<file path="src/rtl/alu_pipe.sv">
// Two-stage pipelined ALU with valid/ready handshake on both sides.
// S1 registers the operands; S2 computes and registers the result, flags and the
// carry-flag register used to chain multi-word add/sub sequences.
module alu_pipe #(
   parameter int WIDTH = 16
) (
   input  logic             clk,
   input  logic             reset,
   input  logic             in_valid,
   output logic             in_ready,
   input  logic [WIDTH-1:0] A,
   input  logic [WIDTH-1:0] B,
   input  logic             Cin,
   input  logic             use_cf,
   input  logic [3:0]       OP,
   output logic             out_valid,
   input  logic             out_ready,
   output logic [WIDTH-1:0] C,
   output logic             Cout,
   output logic             flag_z,
   output logic             flag_n,
   output logic             flag_v,
   output logic             cf
);

   localparam int SHW = $clog2(WIDTH);
   localparam int MSB = WIDTH - 1;

   localparam logic [3:0] OP_ADD  = 4'b0000;
   localparam logic [3:0] OP_SUB  = 4'b0001;
   localparam logic [3:0] OP_PASS = 4'b0010;
   localparam logic [3:0] OP_NAND = 4'b0011;
   localparam logic [3:0] OP_NOR  = 4'b0100;
   localparam logic [3:0] OP_XNOR = 4'b0101;
   localparam logic [3:0] OP_NOT  = 4'b0110;
   localparam logic [3:0] OP_AND  = 4'b0111;
   localparam logic [3:0] OP_OR   = 4'b1000;
   localparam logic [3:0] OP_XOR  = 4'b1001;
   localparam logic [3:0] OP_LSR  = 4'b1010;
   localparam logic [3:0] OP_ASR  = 4'b1011;
   localparam logic [3:0] OP_ROR  = 4'b1100;
   localparam logic [3:0] OP_LSL  = 4'b1101;
   localparam logic [3:0] OP_ASL  = 4'b1110;
   localparam logic [3:0] OP_ROL  = 4'b1111;

   logic             s1_valid_q;
   logic [WIDTH-1:0] a_q, b_q;
   logic             cin_q, use_cf_q;
   logic [3:0]       op_q;

   logic             out_valid_q;
   logic [WIDTH-1:0] c_q;
   logic             cout_q, z_q, n_q, v_q, cf_q;

   logic             stall;
   logic             ci;
   logic [SHW-1:0]   sh;
   logic [WIDTH:0]   sum_d;
   logic [2*WIDTH-1:0] rot_d;
   logic [WIDTH-1:0] res_d;
   logic             cout_d, v_d, arith_d;

   assign stall    = out_valid_q & ~out_ready;
   assign in_ready = ~stall;

   // Result, carry and overflow computed from the S1 registers.
   always_comb begin
      ci      = use_cf_q ? cf_q : cin_q;
      sh      = b_q[SHW-1:0];
      sum_d   = '0;
      rot_d   = (op_q == OP_ROL) ? ({a_q, a_q} << sh) : ({a_q, a_q} >> sh);
      res_d   = a_q;
      cout_d  = 1'b0;
      v_d     = 1'b0;
      arith_d = 1'b0;
      case (op_q)
         OP_ADD: begin
            sum_d   = {1'b0, a_q} + {1'b0, b_q} + {{WIDTH{1'b0}}, ci};
            res_d   = sum_d[WIDTH-1:0];
            cout_d  = sum_d[WIDTH];
            v_d     = (a_q[MSB] == b_q[MSB]) & (res_d[MSB] != a_q[MSB]);
            arith_d = 1'b1;
         end
         OP_SUB: begin
            // Top bit of the widened difference is the borrow.
            sum_d   = {1'b0, a_q} - {1'b0, b_q} - {{WIDTH{1'b0}}, ci};
            res_d   = sum_d[WIDTH-1:0];
            cout_d  = sum_d[WIDTH];
            v_d     = (a_q[MSB] != b_q[MSB]) & (res_d[MSB] != a_q[MSB]);
            arith_d = 1'b1;
         end
         OP_PASS: res_d = a_q;
         OP_NAND: res_d = ~(a_q & b_q);
         OP_NOR:  res_d = ~(a_q | b_q);
         OP_XNOR: res_d = ~(a_q ^ b_q);
         OP_NOT:  res_d = ~a_q;
         OP_AND:  res_d = a_q & b_q;
         OP_OR:   res_d = a_q | b_q;
         OP_XOR:  res_d = a_q ^ b_q;
         OP_LSR:  res_d = a_q >> sh;
         OP_ASR:  res_d = $signed(a_q) >>> sh;
         OP_ROR:  res_d = rot_d[WIDTH-1:0];
         OP_LSL:  res_d = a_q << sh;
         OP_ASL:  res_d = a_q << sh;
         OP_ROL:  res_d = rot_d[2*WIDTH-1:WIDTH];
         default: res_d = a_q;
      endcase
   end

   // S1: capture operands whenever the pipeline is not stalled.
   always_ff @(posedge clk or posedge reset) begin
      if (reset) begin
         s1_valid_q <= 1'b0;
         a_q        <= '0;
         b_q        <= '0;
         cin_q      <= 1'b0;
         use_cf_q   <= 1'b0;
         op_q       <= '0;
      end else if (in_ready) begin
         s1_valid_q <= in_valid;
         if (in_valid) begin
            a_q      <= A;
            b_q      <= B;
            cin_q    <= Cin;
            use_cf_q <= use_cf;
            op_q     <= OP;
         end
      end
   end

   // S2: register result and flags; cf only follows add/sub so bubbles and logic ops keep it.
   always_ff @(posedge clk or posedge reset) begin
      if (reset) begin
         out_valid_q <= 1'b0;
         c_q         <= '0;
         cout_q      <= 1'b0;
         z_q         <= 1'b0;
         n_q         <= 1'b0;
         v_q         <= 1'b0;
         cf_q        <= 1'b0;
      end else if (!stall) begin
         out_valid_q <= s1_valid_q;
         if (s1_valid_q) begin
            c_q    <= res_d;
            cout_q <= cout_d;
            z_q    <= ~|res_d;
            n_q    <= res_d[MSB];
            v_q    <= v_d;
            if (arith_d) cf_q <= cout_d;
         end
      end
   end

   assign out_valid = out_valid_q;
   assign C         = c_q;
   assign Cout      = cout_q;
   assign flag_z    = z_q;
   assign flag_n    = n_q;
   assign flag_v    = v_q;
   assign cf        = cf_q;

endmodule

</file>
<file path="config.mk">
export PLATFORM = sky130hd
export DESIGN_NAME = alu_pipe
export DESIGN_NICKNAME = d
export VERILOG_FILES = /design/src/rtl/alu_pipe.sv
export SDC_FILE = /design/constraint.sdc
export NUM_CORES = 1
export LEC_CHECK = 0
export CAP_MARGIN = 25
export CORE_UTILIZATION = 48
export CTS_CLUSTER_DIAMETER = 30
export DETAILED_ROUTE_END_ITERATION = 8
export HOLD_SLACK_MARGIN = 0.15
export PLACE_DENSITY = 0.69
export SLEW_MARGIN = 20
export SYNTH_ARGS = -nofsm -noshare
export SYNTH_HDL_FRONTEND = slang
export SYNTH_SLANG_ARGS = --single-unit
</file>
<file path="constraint.sdc">
create_clock -name clk -period 4.3 [get_ports clk]
set_clock_uncertainty 0.05 [all_clocks]
set_input_delay 0.86 -clock clk [delete_from_list [all_inputs] [get_ports clk]]
set_output_delay 0.86 -clock clk [all_outputs]
set_load 0.005 [all_outputs]
</file>
After elaboration in Yosys (flattened, before gate mapping)
Index checks and enable logic that the tools add are counted.
{"block": "classes", "n_addsub": 4, "n_eq_ne": 19, "shift": 5, "mux": 6, "bitwise_logic": 12, "reduce_logical": 8}
{"op": "16-bit case mux with 15 select lines", "count": 1}
{"op": "16-bit inverter", "count": 4}
{"op": "4-bit == test (second input constant)", "count": 8}
{"op": "32-bit two-way mux", "count": 1}
{"op": "32-bit by 4-bit left shift with 32-bit output", "count": 1}
{"op": "32-bit by 4-bit >> shifter with 32-bit output", "count": 1}
{"op": "16-bit by 16-bit adder with 17-bit output", "count": 1}
{"op": "17-bit by 1-bit adder with 17-bit output", "count": 1}
{"op": "16-bit by 16-bit subtractor with 17-bit output", "count": 1}
{"op": "17-bit by 1-bit subtractor with 17-bit output", "count": 1}
{"op": "16-bit AND", "count": 1}
{"op": "4-bit by 3-bit == test with 1-bit output (second input constant)", "count": 4}
{"op": "16-bit OR", "count": 1}
{"op": "16-bit OR reduction", "count": 1}
{"op": "16-bit by 4-bit left shift with 16-bit output", "count": 1}
{"op": "16-bit by 4-bit >> shifter with 16-bit output", "count": 1}
{"op": "16-bit by 4-bit >>> shifter with 16-bit output", "count": 1}
{"op": "16-bit bitwise XOR", "count": 1}
{"op": "4-bit by 2-bit == test with 1-bit output (second input constant)", "count": 2}
{"op": "4-bit by 1-bit == test with 1-bit output (second input constant)", "count": 1}
{"op": "4-bit zero test", "count": 1}
{"op": "1-bit case mux with 2 select lines", "count": 2}
{"op": "2-bit AND reduction", "count": 2}
{"op": "2-bit OR reduction", "count": 2}
{"op": "7 further kinds", "count": 13}
{"block": "word_totals", "register_bits": 61, "inputBits": 42, "output_inout_bits": 23}

Longest topological paths before layout
Gate-level depths: netlist (run 1).
{"block": "logic_depth", "word_depth": 5, "ltp_mapped": 15, "ltp_nobuf": 14}

Worst setup path before layout (run 1)
Ideal clock, no wire load.
{"block": "synth_path", "path_type": "flip-flop to flip-flop", "startpoint": "register b_q[0]", "endpoint": "register z_q (netlist: flag_z)", "setup_time_ns": 0.067, "t_arrival_ns": 4.026, "setup_slack_ns": 0.157, "path_stages_with_launch": 15, "path_buffers": 2, "period_less_slack_ns": 4.143, "cell_sequence": "dfrtp_1 -> buf_4 -> clkinv_1 -> clkbuf_1 -> fa_1 -> ha_1 -> a211oi_1 -> o2111ai_1 -> a21o_1 -> a2111oi_0 -> mux2_2 -> a211oi_1 -> nand4_1 -> nor4_1 -> a32o_2"}
{"block": "synth_between", "elab_chain_cells": 5}
{"element": "start, declared", "line_no": "47", "text": "logic [WIDTH-1:0] a_q, b_q;"}
{"element": "start signal, assigned", "line_no": "115", "text": "b_q <= '0;"}
{"element": "start signal, assigned", "line_no": "123", "text": "b_q <= B;"}
{"element": "16-bit by 16-bit subtractor with 17-bit output, or another cell as far along", "line_no": "86", "text": "sum_d = {1'b0, a_q} - {1'b0, b_q} - {{WIDTH{1'b0}}, ci};"}
{"element": "17-bit by 1-bit subtractor with 17-bit output, or another cell as far along", "line_no": "86"}
{"element": "16-bit case mux with 15 select lines *", "line_no": "76", "text": "case (op_q)"}
{"element": "16-bit OR reduction *", "line_no": "146", "text": "z_q <= ~|res_d;"}
{"element": "1-bit zero test *", "line_no": "146"}
{"element": "end signal, assigned", "line_no": "146"}
{"element": "end, declared", "line_no": "53", "text": "logic cout_q, z_q, n_q, v_q, cf_q;"}
Mark *: on every way between the ends. The rest lies on a longest branch, timed or not.
A chain may end at the register's enable or synchronous reset.

Worst setup path after layout (run 1)
{"block": "layout_path", "startpoint": "register use_cf_q", "endpoint": "register z_q (netlist: flag_z)"}
{"block": "layout_between", "elab_chain_cells": 5}
{"element": "start, declared", "line_no": "48", "text": "logic cin_q, use_cf_q;"}
{"element": "start signal, assigned", "line_no": "125", "text": "use_cf_q <= use_cf;"}
{"element": "1-bit two-way mux *", "line_no": "68", "text": "ci = use_cf_q ? cf_q : cin_q;"}
{"element": "17-bit by 1-bit subtractor with 17-bit output / 17-bit by 1-bit adder with 17-bit output (equally long branches)", "line_no": "86, 78"}
{"element": "16-bit case mux with 15 select lines *", "line_no": "76"}
{"element": "16-bit OR reduction *", "line_no": "146"}
{"element": "1-bit zero test *", "line_no": "146"}
Marks and branches as above.

==> results of run 1 <==
[Yosys cell counts, drive strengths merged (6+ instances only)]
cell,count,area [µm²]
a2111oi,8,70.1
a211oi,14,105
a21o,13,97.6
a21oi,42,210
a221oi,7,67.6
a22oi,15,113
a2bb2oi,10,87.6
a31oi,7,43.8
buf,35,206
clkbuf,60,225
dfrtp,60,1500
ha,63,788
inv,53,199
mux2,61,687
mux2i,34,340
mux4,37,833
nand2,68,255
nand2b,14,87.6
nand3,26,130
nand4,11,68.8
nor2,58,218
nor2b,13,81.3
nor3,24,125
o2111ai,8,70.1
o211a,6,60.1
o211ai,15,113
o21a,7,52.6
o21ai,52,260
o22ai,14,87.6
o32a,7,70.1
o32ai,8,70.1
or3,6,37.5
xnor2,29,254
xor2,21,184
[metal layers]
layer,GRT usage (%),vias to the layer above,share of wire [%]
met5,0,-,0
met4,18.0,0,5.0
met3,6.77,100,10
met2,54.1,570,42
met1,52.4,4182,42
li1,-,3793,-
[power breakdown]
group / internal [W] / switching, W / leakage, nW
Combinational: 0.00153 / 0.00205 / 3.18
Clock: 0.000451 / 0.000310 / 0.138
Sequential: 0.000714 / 0.000184 / 0.708
Total: 0.00269 / 0.00255 / 4.02
[state kept, by name, indices dropped and copies added, names as in the netlist, 4 cells and up]
signal / flops
C: 16
b_q: 16
op_q: 4
a_q: 16
[layout make-up]
| class | instances | share of cell area (%) |
|---|---|---|
| Inverter | 56 | 2.14 |
| Timing Repair Buffer | 113 | 10.9 |
| Tap cell | 225 | 2.87 |
| Clock buffer | 9 | 2.29 |
| Clock inverter | 7 | 0.764 |
| Multi-Input combinational cell | 782 | 65.7 |
| Sequential cell | 60 | 15.3 |
[worst max path at each step]
stage	startpoint	endpoint	slack (ps)	cells after the start
after floorplan	b_q[0]	flag_z	160	14
after global placement	use_cf_q	flag_z	190	13
after detailed placement	cf	flag_z	120	13
after CTS	cf	flag_z	90	13
after global routing	cf	flag_z	60	13
final	use_cf_q	flag_z	150	12
[worst max-delay path, delay by kind of cell (launching register included)]
kind	cells	cell delay, ps
DFF	1	380
AOI/OAI and AO/OA	6	1960
adders and majority gates	2	730
muxes	2	550
and+or+nand+nor	2	390
[through the flow]
step	total power, W	hold WS, ps	cell area [µm²]
after floorplan	0.00322	410	8580
after global placement	0.00434	411	9480
after detailed placement	0.00434	422	9480
after CTS	0.00513	436	9780
after global routing	0.00551	463	9820
final	0.00524	431	9820
[cell families (layout without fill, tap and decap cells)]
logic type               count (synthesis)  in the layout  share of synthesized area [%]
AO/OA/AOI/OAI                          279            279                           23.2
XOR/XNOR                                50             50                           5.10
adder cells (fa/ha/maj)                 67             67                           10.1
buffers and inverters                  151            185                           7.48
flip-flops                              60             60                           17.5
multiplexers                           132            132                           21.7
AND/OR/NAND/NOR                        254            254                           14.9
[cells in the final DEF (no fill, tap or decap), types with 7 or more instances in the layout]
cell type,Yosys,final
xnor2_1,29,29
nand2b_1,14,14
a211oi_1,14,13
mux4_2,37,37
dfrtp_1,60,56
a22oi_1,15,15
o211ai_1,15,15
a21oi_1,42,42
nand2_1,68,67
a21o_1,13,13
o21a_1,7,7
a2bb2oi_1,10,10
o2111ai_1,8,8
clkdlybuf4s50_1,0,64
mux2_2,61,61
nor3_1,23,23
o21ai_0,51,51
a31oi_1,7,7
o22ai_1,14,14
nor2b_1,13,13
nand3_1,26,26
o32ai_1,8,8
nor2_1,58,58
mux2i_1,34,34
ha_1,63,63
clkbuf_16,0,9
nand4_1,11,11
a2111oi_0,8,7
buf_4,5,45
o32a_1,7,7
xor2_1,21,21
inv_1,52,51
[timing repair]
action,in CTS,in global routing
setup endpoints to repair,0,3
gates resized for setup,0,3
hold buffers,0,0
==> metrics.yaml, run 1 <==
status:
  status: "complete, no violations"
setup_path:
  path_class: "reg -> reg"
  path_cells: "mux2i_1 -> fa_1 -> ha_1 -> a211oi_1 -> o2111ai_1 -> a21o_1 -> a2111oi_0 -> mux2_2 -> a211oi_1 -> nand4_1 -> nor4_1 -> a32o_2"
  slowest_stage: "a2111oi_0"
  required_ps: 4540
  r2r_start: "use_cf_q"
  worstPathMaxFanout: 2
  cp_common_cell: "a211oi_1"
  end_kind: "flop"
  worstPathArrival_ps: 4380
  r2r-end: "flag_z"
  reg2reg_depth: 12
  critPathLaunchType: "flop"
  slowest_delay_ps: 470
  r2r_slack_ps: 150
cells_and_area:
  drive_gt1_share_pct: 17.8
  utilization_pct: 56.6
  syn_to_final_growth_pct: 14.5
  multiInputGateArea_um2: 6460
  nets: 1131
  seq_area_um2: 1510
  antennaDiodeCount: 0
  layout.cells.non_filler: 1252
  n_fill_cell: 1573
routing:
  finalWirelength_mm: 33.4
  viasPerCell: 6.90
  routedWlPerCell_um: 26.7
  num_vias: 8645
  ant_nets: 0
  dr.pass1.iters: 6
  drt_iter0_drc: 1104
  drcViolationCount: 0
synth:
  mappedNetlistArea_um2: 8580
  avgSynthCellArea_um2: 8.64
  syn-num-nets: 1102
  ys_seq_area_share_pct: 17.5
  ys_ff_latch: 60
  yosysWarnings: 0
  synth_cell_types: 78
  syn_inst: 993
  postSynth.asyncResetShare_pct: 100
  synth_edf_count: 0
  synth_ff_type: "dfrtp_1"
clocking:
  clk_latency_ps: 350
  cts_setup_buffers: 0
  cts_num_sinks: 60
  clockBufferDepth: 2
  clk_pin_slew_ps: 60
  tritoncts: "done"
  cts-root-buf: "clkbuf_16"
  cts_buffers: 9
  cts_max_level: 3
run:
  cap_violations: 0
global_route:
  grt_pass1_vias: 7879
  antenna_found_initial: 0
  track_usage_pct: 37.1
  grt-ovfl-total: 0
  grt_max_degree: 53
  grt_first_pass_wirelength_mm: 50.0
placement:
  hpwlAfterDp_mm: 25.1
  portBuffers: 64
  gp_congestion: 1.05
  dpl.cell_count: 1235
  place_ws_ps: 117
min_path:
  min_path_type: "reg -> reg"
  hold_path_end: "flag_v"
  min_path_cells: 1
  min_from: "flag_v"
sta:
  fmax_mhz: 241
  slew_headroom_pct: 39.3
  rsz0062_at_grt: "no"
  setup_tns_ps: 0
  finalSetupViolCount: 0
  period_minus_slack_ps: 4150
  fin_crit_sh_pct: 96.4
  worst_pin_slew_ps: 910
  fin_ws_ps: 153
  timing.final.max_slew_violations: 0
  finalHoldViolations: 0
floorplan:
  core-area_um2: 17400
  die_y_um: 136
  die_x_um: 136
  initial_utilization_pct: 49.4
  die_area_um2: 18400
  ioPinCount: 65
  num_rows: 48
pwr:
  p_per_area_nw_per_um2: 533
  max-vdd-ir-drop_v: 0.000273
  leakagePower_nw: 4.02
Power figures use the tool's default switching activity.
==> run 2, diff against run 1 <==
--- a/config.mk
+++ b/config.mk
@@ -6,11 +6,11 @@
 export NUM_CORES = 1
 export LEC_CHECK = 0
 export CAP_MARGIN = 25
-export CORE_UTILIZATION = 48
+export CORE_UTILIZATION = 40
 export CTS_CLUSTER_DIAMETER = 30
 export DETAILED_ROUTE_END_ITERATION = 8
 export HOLD_SLACK_MARGIN = 0.15
-export PLACE_DENSITY = 0.69
+export PLACE_DENSITY = 0.59
 export SLEW_MARGIN = 20
 export SYNTH_ARGS = -nofsm -noshare
 export SYNTH_HDL_FRONTEND = slang
==> run 2 against run 1 <==
Net effect:
- sequential power is 1% lower
- die area rose by 20%
- global-route usage down 4.7 points
- largest cell class unchanged
- non-clock buffer count increased by 18
- first-iteration DRC count rose by 13%
==> metrics.yaml, run 2 (synthesis results as in run 1) <==
global_route:
  track_usage_pct: 32.4
  grt_pass1_vias: 8202
  antenna_found_initial: 0
  grt_first_pass_wirelength_mm: 52.6
  grt-ovfl-total: 0
  grt_max_degree: 62
floorplan:
  ioPinCount: 65
  die_area_um2: 22000
  num_rows: 53
  die_x_um: 148
  core-area_um2: 21000
  initial_utilization_pct: 40.8
  die_y_um: 148
clocking:
  cts_max_level: 3
  cts_setup_buffers: 0
  cts-root-buf: "clkbuf_16"
  clk_latency_ps: 360
  clk_pin_slew_ps: 50
  clockBufferDepth: 2
  cts_buffers: 9
  cts_num_sinks: 60
  tritoncts: "done"
setup_path:
  path_class: "reg -> reg"
  end_kind: "flop"
  r2r_start: "use_cf_q"
  r2r_slack_ps: 210
  critPathLaunchType: "flop"
  critPathLaunch: "use_cf_q"
  r2r-end: "flag_z"
  worstPathMaxFanout: 2
  reg2reg_depth: 14
  worstPathArrival_ps: 4330
  required_ps: 4540
  crit_end: "flag_z"
cells_and_area:
  seq_area_um2: 1510
  design_area_um2: 10100
  final_common_cell: "nand2_1"
  n_fill_cell: 2080
  most-common-layout-cells: "nand2_1, clkdlybuf4s50_1, ha_1, buf_4, mux2_2"
  syn_to_final_growth_pct: 17.3
  drive_gt1_share_pct: 19.3
  multiInputGateArea_um2: 6470
  antennaDiodeCount: 0
  nets: 1149
routing:
  num_vias: 8670
  drcViolationCount: 0
  drt_iter0_drc: 1245
  finalWirelength_mm: 35.0
  viasPerCell: 6.57
  routedWlPerCell_um: 26.5
  dr.pass1.iters: 6
  ant_nets: 0
sta:
  timing.final.max_slew_violations: 0
  finalHoldViolations: 0
  slew_headroom_pct: 47.4
  finalSetupViolCount: 0
  fin_crit_sh_pct: 95.1
  period_minus_slack_ps: 4090
  worst_pin_slew_ps: 786
  fmax_mhz: 245
pwr:
  max-vdd-ir-drop_v: 0.000194
  total_power_w: 0.00549
  leakagePower_nw: 4.13
  comb_power_share_pct: 68.0
  switching_share_pct: 47.6
  p_switching_w: 0.00261
  p_per_area_nw_per_um2: 546
  clockPowerShare_pct: 15.9
  seqPwrFrac_pct: 16.1
  internal_power_w: 0.00287
run:
  cap_violations: 0
placement:
  gp_congestion: 0.983
  hpwlAfterDp_mm: 26.6
  dpl-instance-area_um2: 9690
  portBuffers: 64
status:
  status: "complete, no violations"
min_path:
  min_path_type: "reg -> reg"
run 2: worst min-delay path by stage:
stage,cells past startpoint,slack (ps),endpoint,startpoint
global route,1,450,flag_v,flag_v
finish,2,430,C[13],C[13]
detailed placement,1,420,flag_v,flag_v
global placement,2,410,C[9],C[9]
floorplan,2,410,out_valid,s1_valid_q
CTS,1,440,flag_v,flag_v
run 2: worst max-delay path: stages (launching register included):
cell and delay, ps:
dfrtp_1 400, mux2i_2 200, buf_4 160, fa_1 410, ha_1 330, a211oi_2 320, o2111ai_2 210, a21o_1 250
a2111oi_2 370, buf_4 180, mux2_2 350, a211oi_1 250, nand4_1 140, nor4_1 210, a32o_2 200
run 2: area by class of cell:
cell class | count | share of cell area (%)
clock inverters | 5 | 0.995
repair buffers | 131 | 11.9
flip-flops and latches | 60 | 15.0
multi-input cells | 782 | 64.3
inverters | 56 | 2.09
well taps | 275 | 3.42
clock buffers | 11 | 2.31
run 2: timing repair:
| item | 4_1_cts | 5_1_grt |
|---|---|---|
| setup endpoints to repair | 0 | 4 |
| hold buffers | 0 | 0 |
| resized for setup | 0 | 9 |
run 2: power groups by stage:
stage                     clock network (W)  registers (W)  logic [W]
after floorplan                           0       0.000834    0.00239
after global placement                    0       0.000887    0.00359
after detailed placement                  0       0.000895    0.00359
after CTS                          0.000877       0.000885    0.00361
after global routing               0.000896       0.000905    0.00399
final                              0.000870       0.000886    0.00373
run 2: routing by layer:
layer / global-route usage [%] / vias to the layer above / share of wire (%)
met5: 0 / - / 0
met1: 44.0 / 4249 / 42
li1: - / 3834 / -
met2: 49.6 / 503 / 44
met4: 16.4 / 0 / 5.2
met3: 5.18 / 84 / 8.5
run 2: metrics by stage:
step	utilization, %	hold slack (ps)	worst slack, ps	std cells	TNS (ps)
finish	47.9	431	212	1320	0
global route	47.9	451	-36.2	1320	-36.2
CTS	47.7	438	6.56	1320	0
detailed placement	46.1	425	47.9	1304	0
global placement	46.1	411	153	1304	0
floorplan	-	410	157	993	0
